[src/rtl/imm_gen.sv]
// RV32I immediate generator: decodes the opcode, assembles the I/S/B/U/J immediate
// and presents it on a registered output one clock after the instruction is sampled.
module imm_gen (
    input  logic        clk,
    input  logic        rst,
    input  logic [31:0] instr,
    output logic [31:0] out
);

    localparam logic [6:0] OPC_LOAD   = 7'b0000011;
    localparam logic [6:0] OPC_OP_IMM = 7'b0010011;
    localparam logic [6:0] OPC_JALR   = 7'b1100111;
    localparam logic [6:0] OPC_FENCE  = 7'b0001111;
    localparam logic [6:0] OPC_SYSTEM = 7'b1110011;
    localparam logic [6:0] OPC_STORE  = 7'b0100011;
    localparam logic [6:0] OPC_BRANCH = 7'b1100011;
    localparam logic [6:0] OPC_LUI    = 7'b0110111;
    localparam logic [6:0] OPC_AUIPC  = 7'b0010111;
    localparam logic [6:0] OPC_JAL    = 7'b1101111;

    logic [6:0]  opcode;
    logic [31:0] imm_i;
    logic [31:0] imm_s;
    logic [31:0] imm_b;
    logic [31:0] imm_u;
    logic [31:0] imm_j;
    logic [31:0] out_d;
    logic [31:0] out_q;

    assign opcode = instr[6:0];

    // All formats sign-extend from instr[31]; shift immediates take the full I value.
    assign imm_i = {{20{instr[31]}}, instr[31:20]};
    assign imm_s = {{20{instr[31]}}, instr[31:25], instr[11:7]};
    assign imm_b = {{19{instr[31]}}, instr[31], instr[7], instr[30:25], instr[11:8], 1'b0};
    assign imm_u = {instr[31:12], 12'h000};
    assign imm_j = {{11{instr[31]}}, instr[31], instr[19:12], instr[20], instr[30:21], 1'b0};

    always_comb begin
        out_d = 32'h0000_0000;
        unique case (opcode)
            OPC_LOAD, OPC_OP_IMM, OPC_JALR, OPC_FENCE, OPC_SYSTEM: out_d = imm_i;
            OPC_STORE:                                             out_d = imm_s;
            OPC_BRANCH:                                            out_d = imm_b;
            OPC_LUI, OPC_AUIPC:                                    out_d = imm_u;
            OPC_JAL:                                               out_d = imm_j;
            default:                                               out_d = 32'h0000_0000;
        endcase
    end

    always_ff @(posedge clk or posedge rst) begin
        if (rst) begin
            out_q <= 32'h0000_0000;
        end else begin
            out_q <= out_d;
        end
    end

    assign out = out_q;

endmodule

[config.mk]
export PLATFORM = sky130hd
export DESIGN_NAME = imm_gen
export DESIGN_NICKNAME = d
export VERILOG_FILES = /design/src/rtl/imm_gen.sv
export SDC_FILE = /design/constraint.sdc
export NUM_CORES = 1
export LEC_CHECK = 0
export ABC_AREA = 1
export ABC_CLOCK_PERIOD_IN_PS = 1800
export BUFFER_PORTS_ARGS = -buffer_cell sky130_fd_sc_hd__clkbuf_2
export CORE_MARGIN = 1
export CORE_UTILIZATION = 50
export DETAILED_ROUTE_END_ITERATION = 7
export PLACE_DENSITY = 0.81
export REMOVE_ABC_BUFFERS = 1
export SLEW_MARGIN = 20
export SYNTH_ARGS = -nofsm -noshare
export SYNTH_HDL_FRONTEND = slang
export SYNTH_SLANG_ARGS = --single-unit
[constraint.sdc]
create_clock -name clk -period 1.8 [get_ports clk]
set_clock_uncertainty 0.05 [all_clocks]
set_input_delay 0.18 -clock clk [delete_from_list [all_inputs] [get_ports clk]]
set_output_delay 0.18 -clock clk [all_outputs]
set_load 0.02 [all_outputs]
==> results of run 1 <==
cells by family (layout without fill, tap and decap cells):
kind of cell,Yosys count,after routing
buf+inv,32,98
flops,32,32
compound gates,1,1
simple gates,188,188
path summary, 6_finish.rpt:
check / endpoint / cells after the start
min in group asynchronous: out[13] / 4
max in group asynchronous: out[6] / 4
setup / recovery: out[12] / 7
hold / removal: out[1] / 3
synth_stat cells:
cell | count | share of area [%]
sky130_fd_sc_hd__nand3_2 | 3 | 1.7
sky130_fd_sc_hd__nand2_2 | 2 | 0.70
sky130_fd_sc_hd__inv_1 | 17 | 3.6
sky130_fd_sc_hd__nor2_4 | 2 | 1.3
sky130_fd_sc_hd__nand2_4 | 2 | 1.3
sky130_fd_sc_hd__clkbuf_1 | 1 | 0.21
sky130_fd_sc_hd__nand3_1 | 53 | 15
sky130_fd_sc_hd__nor2_1 | 39 | 8.1
sky130_fd_sc_hd__buf_4 | 2 | 0.84
sky130_fd_sc_hd__buf_6 | 3 | 1.9
sky130_fd_sc_hd__a21oi_1 | 1 | 0.28
sky130_fd_sc_hd__buf_2 | 8 | 2.2
sky130_fd_sc_hd__dfrtp_1 | 32 | 45
sky130_fd_sc_hd__inv_2 | 1 | 0.21
sky130_fd_sc_hd__nor2_2 | 2 | 0.70
sky130_fd_sc_hd__nand2_1 | 85 | 18
critical path, delay by kind of cell:
kind,cells,cell delay [ps]
simple gates,6,1160
buf+inv,1,150
through the flow:
stage	setup slack, ps	hold WS [ps]
2_1_floorplan	90.49	239.6
3_3_place_gp	239.6	202.0
3_5_place_dp	203.3	207.7
4_1_cts	558.4	34.12
5_1_grt	424.7	53.01
6_report	522.2	48.18
layout by cell type, fill, tap and decap left out:
cell and n:
sky130_fd_sc_hd__a21oi_1 1, sky130_fd_sc_hd__buf_4 6, sky130_fd_sc_hd__clkbuf_1 2, sky130_fd_sc_hd__clkbuf_2 65
sky130_fd_sc_hd__clkbuf_4 5, sky130_fd_sc_hd__clkbuf_8 1, sky130_fd_sc_hd__dfrtp_1 32, sky130_fd_sc_hd__dlygate4sd3_1 1
sky130_fd_sc_hd__inv_1 17, sky130_fd_sc_hd__inv_2 1, sky130_fd_sc_hd__nand2_1 85, sky130_fd_sc_hd__nand2_2 2
sky130_fd_sc_hd__nand2_4 2, sky130_fd_sc_hd__nand3_1 53, sky130_fd_sc_hd__nand3_2 3, sky130_fd_sc_hd__nor2_1 39
sky130_fd_sc_hd__nor2_2 2, sky130_fd_sc_hd__nor2_4 2
per-layer routing:
metal / GRT usage [%] / up-vias
li1: - / 917
met3: 5.797 / 8
met5: 0 / -
met4: 8.571 / 0
met1: 29.62 / 804
met2: 39.97 / 72
cell type report:
| cell class | count | area [µm²] | area share [%] |
|---|---|---|---|
| Timing Repair Buffer | 72 | 380.4 | 17.28 |
| Inverter | 18 | 67.56 | 3.070 |
| Tap cell | 46 | 57.56 | 2.615 |
| Sequential cell | 32 | 800.8 | 36.38 |
| Multi-Input combinational cell | 189 | 835.8 | 37.98 |
| Clock buffer | 8 | 58.81 | 2.672 |
report_power, final:
group	total, µW	leakage [µW]	switching [µW]	internal (µW)
Sequential	741	0.000443	4.93	736
Clock	413	0.0000326	220	192
Combinational	196	0.00101	132	63.5
Total	1350	0.00149	357	992
repair_timing:
action | CTS | global route
hold endpoints to repair | 32 | 0
setup endpoints to repair | 0 | 0
hold buffers | 1 | 0
gates resized for setup | 0 | 0
==> results.cfg, run 1 <==
[cts]
tritoncts = done
clock_tree.htree_level_count = 2
cts_buffers = 5
cts_max_path_buffers = 2
postCtsSetupRepairBufs = 0
cts.clk_slew.worst_paths_ps = 90
clk_sinks = 32
clk_root_buffer_cell = sky130_fd_sc_hd__clkbuf_4

[routing]
wl_met3_um = 265
drt-total-wl_um = 4077
post_drt_wl_per_cell_um = 11.17
vias = 1801
ant_nets = 0
first_pass_iters = 5
wl_met2_um = 2051
route.detailed.drc = 0
maxUsedRoutingLayer = met4
drt_first_iter_violations = 52
routedLengthMet1_um = 1685
drt-vias-per-instance = 4.934

[finish]
layoutNonFillerInstCount = 365
final_design_area_no_fill_um2 = 2201
fin_nets = 352
largest_reg_flops = 32
layout-drive-gt1-share_pct = 27.90
fill_cells = 298
fin_util_pct = 64.93
syn_to_final_growth_pct = 22.49
antenna_diode_count = 0

[global_route]
grt_first_pass_wirelength_um = 6513
grt_usage_pct = 23.77
antenna_found_initial = 0
grt_remaining_overflow = 0
first_global_vias = 1507
grt_start_max_net_pins = 33

[yosys]
yosys.area_share.adder_pct = 0
seq_area_frac_synth_pct = 44.57
synth.cell_area_um2 = 1797
synth_xor_area_share_pct = 0
netlist_instances = 253
synth_compound_gate_area_share_pct = 0.2786
number_of_synthesized_register_bits = 32
netlist-cell-type-count = 16
yosys_warnings = 0
synthMuxAreaShare_pct = 0
synth-simple-area-share_pct = 46.24
avgSynthCellArea_um2 = 7.102
synth_top_family_by_area = simple AND/OR/NAND/NOR gates

[setup_path]
worst_setup_path_end_kind = register
worst-endpoint-required_ps = 2020
critical-path-max-stage-delay_ps = 300
cp_data_arrival_time_ps = 1490
worst_setup_path_startpoint = instr[6]
critical_path.startpoint_type = input port
critical_path_class = input port to register
timing.critical_path.fanout_max = 21
timing.critical_path.cells = clkbuf_2, nand2_2, nor2_4, nand2_1, nand3_2, nand2_2, nand2_1
cp_slowest_cell = sky130_fd_sc_hd__nand2_2

[status]
run_status = complete, no violations

[placement]
detailedPlacementHpwl_um = 2848
place_area_um2 = 2132
place.port_buffers = 65
placedCellCount = 356
gp_routability_congestion = 0.8477

[die]
die-width_um = 61.95
std_cell_rows = 21
floorplan.die.height_um = 61.95
die_area_um2 = 3837
starting_density_of_the_core_pct = 53.01
core-area_um2 = 3390
pin_count = 66

[hold_path]
timing.hold.worst.start = instr[21]
holdCritPathClass = input port to register

[run]
cap_violations = 0

[sta]
headroom_to_the_max_slew_limit_pct = 66.80
timing_hold_violations_final = 0
worst_pin_slew_ps = 496.6
min_period_ps = 1278
fin_tns_setup_ps = 0
final.period_utilization_pct = 70.99
setup-violations-final = 0
max_freq_ghz = 0.7826
final_max_slew_viol_count = 0
grt_setup_unrepaired = false

[power]
vdd.ir_drop.worst_mv = 0.2825
total_power_uw = 1350
power.static_leakage_uw = 0.001488
power_density_nw_per_um2 = 613.3
(Power assumes the default switching activity.)
==> run 2, diff against run 1 <==
--- a/config.mk
+++ b/config.mk
@@ -6,12 +6,12 @@
 export NUM_CORES = 1
 export LEC_CHECK = 0
 export ABC_AREA = 1
-export ABC_CLOCK_PERIOD_IN_PS = 1800
+export ABC_CLOCK_PERIOD_IN_PS = 1300
 export BUFFER_PORTS_ARGS = -buffer_cell sky130_fd_sc_hd__clkbuf_2
 export CORE_MARGIN = 1
-export CORE_UTILIZATION = 50
+export CORE_UTILIZATION = 49
 export DETAILED_ROUTE_END_ITERATION = 7
-export PLACE_DENSITY = 0.81
+export PLACE_DENSITY = 0.79
 export REMOVE_ABC_BUFFERS = 1
 export SLEW_MARGIN = 20
 export SYNTH_ARGS = -nofsm -noshare
==> constraint.sdc (replaced) <==
create_clock -name clk -period 1.3 [get_ports clk]
set_clock_uncertainty 0.05 [all_clocks]
set_input_delay 0.13 -clock clk [delete_from_list [all_inputs] [get_ports clk]]
set_output_delay 0.13 -clock clk [all_outputs]
set_load 0.02 [all_outputs]
==> run 2 against run 1 <==
Sequential power increased by 39%. Setup slack got worse by 280 ps. Die area increased by 2.0%. Wire length decreased by 0.32%. Combinational power increased by 52%. Largest cell class unchanged. Count of clock-buffer cells in the layout unchanged. Sequential share of layout area decreased by 2.1 points. Flip-flop and latch count unchanged. Worst hold slack got worse by 32 ps. First-iteration DRC count increased by 19%. Total power increased by 40%. Critical path type is now register to output port. Via count increased by 3.2%.
==> results.cfg, run 2 (synthesis results as in run 1) <==
[sta]
setup_slack_ps = 239.9
max_freq_ghz = 0.9433
grt_setup_unrepaired = false
fin_tns_setup_ps = 0
timing_hold_violations_final = 0
headroom_to_the_max_slew_limit_pct = 73.65
min_period_ps = 1060
setup-violations-final = 0
final.period_utilization_pct = 81.54
worst_pin_slew_ps = 393.9
final_max_slew_viol_count = 0

[routing]
post_drt_wl_per_cell_um = 10.75
drt-vias-per-instance = 4.915
first_pass_iters = 4
route.detailed.drc = 0
drt_first_iter_violations = 62
vias = 1858
ant_nets = 0
drt-total-wl_um = 4064

[power]
vdd.ir_drop.worst_mv = 0.3344
switchingPower_uw = 494.1
power.static_leakage_uw = 0.001556
power_report.internal_total_uw = 1397
power_density_nw_per_um2 = 809.7
total_power_uw = 1891
p_seq_share_pct = 54.3
clock_power_share_pct = 30.0
swShare_pct = 26.12
power.share.combinational_pct = 15.8

[setup_path]
timing.critical_path.fanout_max = 1
critical-path-max-stage-delay_ps = 400
worst-path-buf-inv = 1
worst-endpoint-required_ps = 1120
cpLargestDelayFamily = flip-flops
worst-path-stages = 1
worst_setup_path_end_kind = output port
cp_data_arrival_time_ps = 880
timing.critical_path.cells = clkbuf_2
critical_path_class = register to output port
cp_slowest_cell = sky130_fd_sc_hd__dfrtp_1
critical_path.startpoint_type = register

[global_route]
grt_usage_pct = 23.27
antenna_found_initial = 0
grt_remaining_overflow = 0
groute.layer.met3.usage_pct = 4.927
grt-busiest-layer = met2
grt_first_pass_wirelength_um = 7100
grt_util_met2_pct = 38.04
first_global_vias = 1677
grt_start_max_net_pins = 33
gr-usage-met1_pct = 30.30

[die]
floorplan.die.height_um = 62.56
pin_count = 66
die-width_um = 62.56
core-area_um2 = 3416
die_area_um2 = 3913
std_cell_rows = 21
starting_density_of_the_core_pct = 52.60

[finish]
fin_nets = 365
layoutNonFillerInstCount = 378
layout.cells.most_common_list = 85 x sky130_fd_sc_hd__nand2_1, 65 x sky130_fd_sc_hd__clkbuf_2, 53 x sky130_fd_sc_hd__nand3_1
final_design_area_no_fill_um2 = 2336
layout.cells.most_common = sky130_fd_sc_hd__nand2_1
syn_to_final_growth_pct = 30.01
largest_reg_flops = 32
antenna_diode_count = 0
layout-drive-gt1-share_pct = 29.22

[placement]
placedCellCount = 364
place_area_um2 = 2217
detailedPlacementHpwl_um = 2866
place.port_buffers = 65
gp_routability_congestion = 0.8126
placement.setup.worst_slack_ps = 33.64

[cts]
clk_sinks = 32
hold_buffers = 6
cts_repair_resize_count = 0
postCtsSetupRepairBufs = 0
cts.clk_slew.worst_paths_ps = 90
clock_tree.htree_level_count = 2
cts_max_path_buffers = 2
tritoncts = done
clk_root_buffer_cell = sky130_fd_sc_hd__clkbuf_4
cts_buffers = 5

[status]
run_status = complete, no violations

[hold_path]
holdCritPathClass = input port to register
timing.hold.worst_path_depth = 3

[run]
cap_violations = 0
## run 2: cell count changes in the layout (fill, tap and decap cells not counted)
cell                            previous run  this run
sky130_fd_sc_hd__buf_12                    0         2
sky130_fd_sc_hd__buf_4                     6        12
sky130_fd_sc_hd__dlygate4sd3_1             1         6
## run 2: final timing paths
| path | startpoint | endpoint | slack, ps |
|---|---|---|---|
| hold / removal | instr[21] | out[1] | 20 |
| max in group asynchronous | rst | out[14] | 570 |
| setup / recovery | out[20] | out[20] | 240 |
| min in group asynchronous | rst | out[20] | 340 |
## run 2: stage by stage
stage | util, % | hold slack, ps
final | 68.39 | 16.05
after global routing | 68.39 | 22.54
after CTS | 68.39 | 3.505
after detailed placement | 64.91 | 154.7
after global placement | 64.91 | 151.5
after floorplan | - | 189.6
## run 2: metal layers
layer  vias to the layer above  part of all wire, %
met5                         -                    0
met4                         0                  1.9
met3                        10                  6.1
met2                        77                   49
met1                       829                   43
li1                        942                    -
## run 2: layout make-up
type	instances	area, µm²
clock buffer	8	58.81
fill	316	1080
inverter	18	67.56
multi-input combinational	189	835.8
sequential	32	800.8
tap	46	57.56
timing repair buffer	85	515.5
## run 2: power groups by stage
stage	clock network, µW	logic [µW]	registers [µW]
after floorplan	0	94.2	1080
after global placement	0	279	1050
after detailed placement	0	284	1050
after CTS	579	299	1030
after global routing	625	329	1030
final	567	298	1030
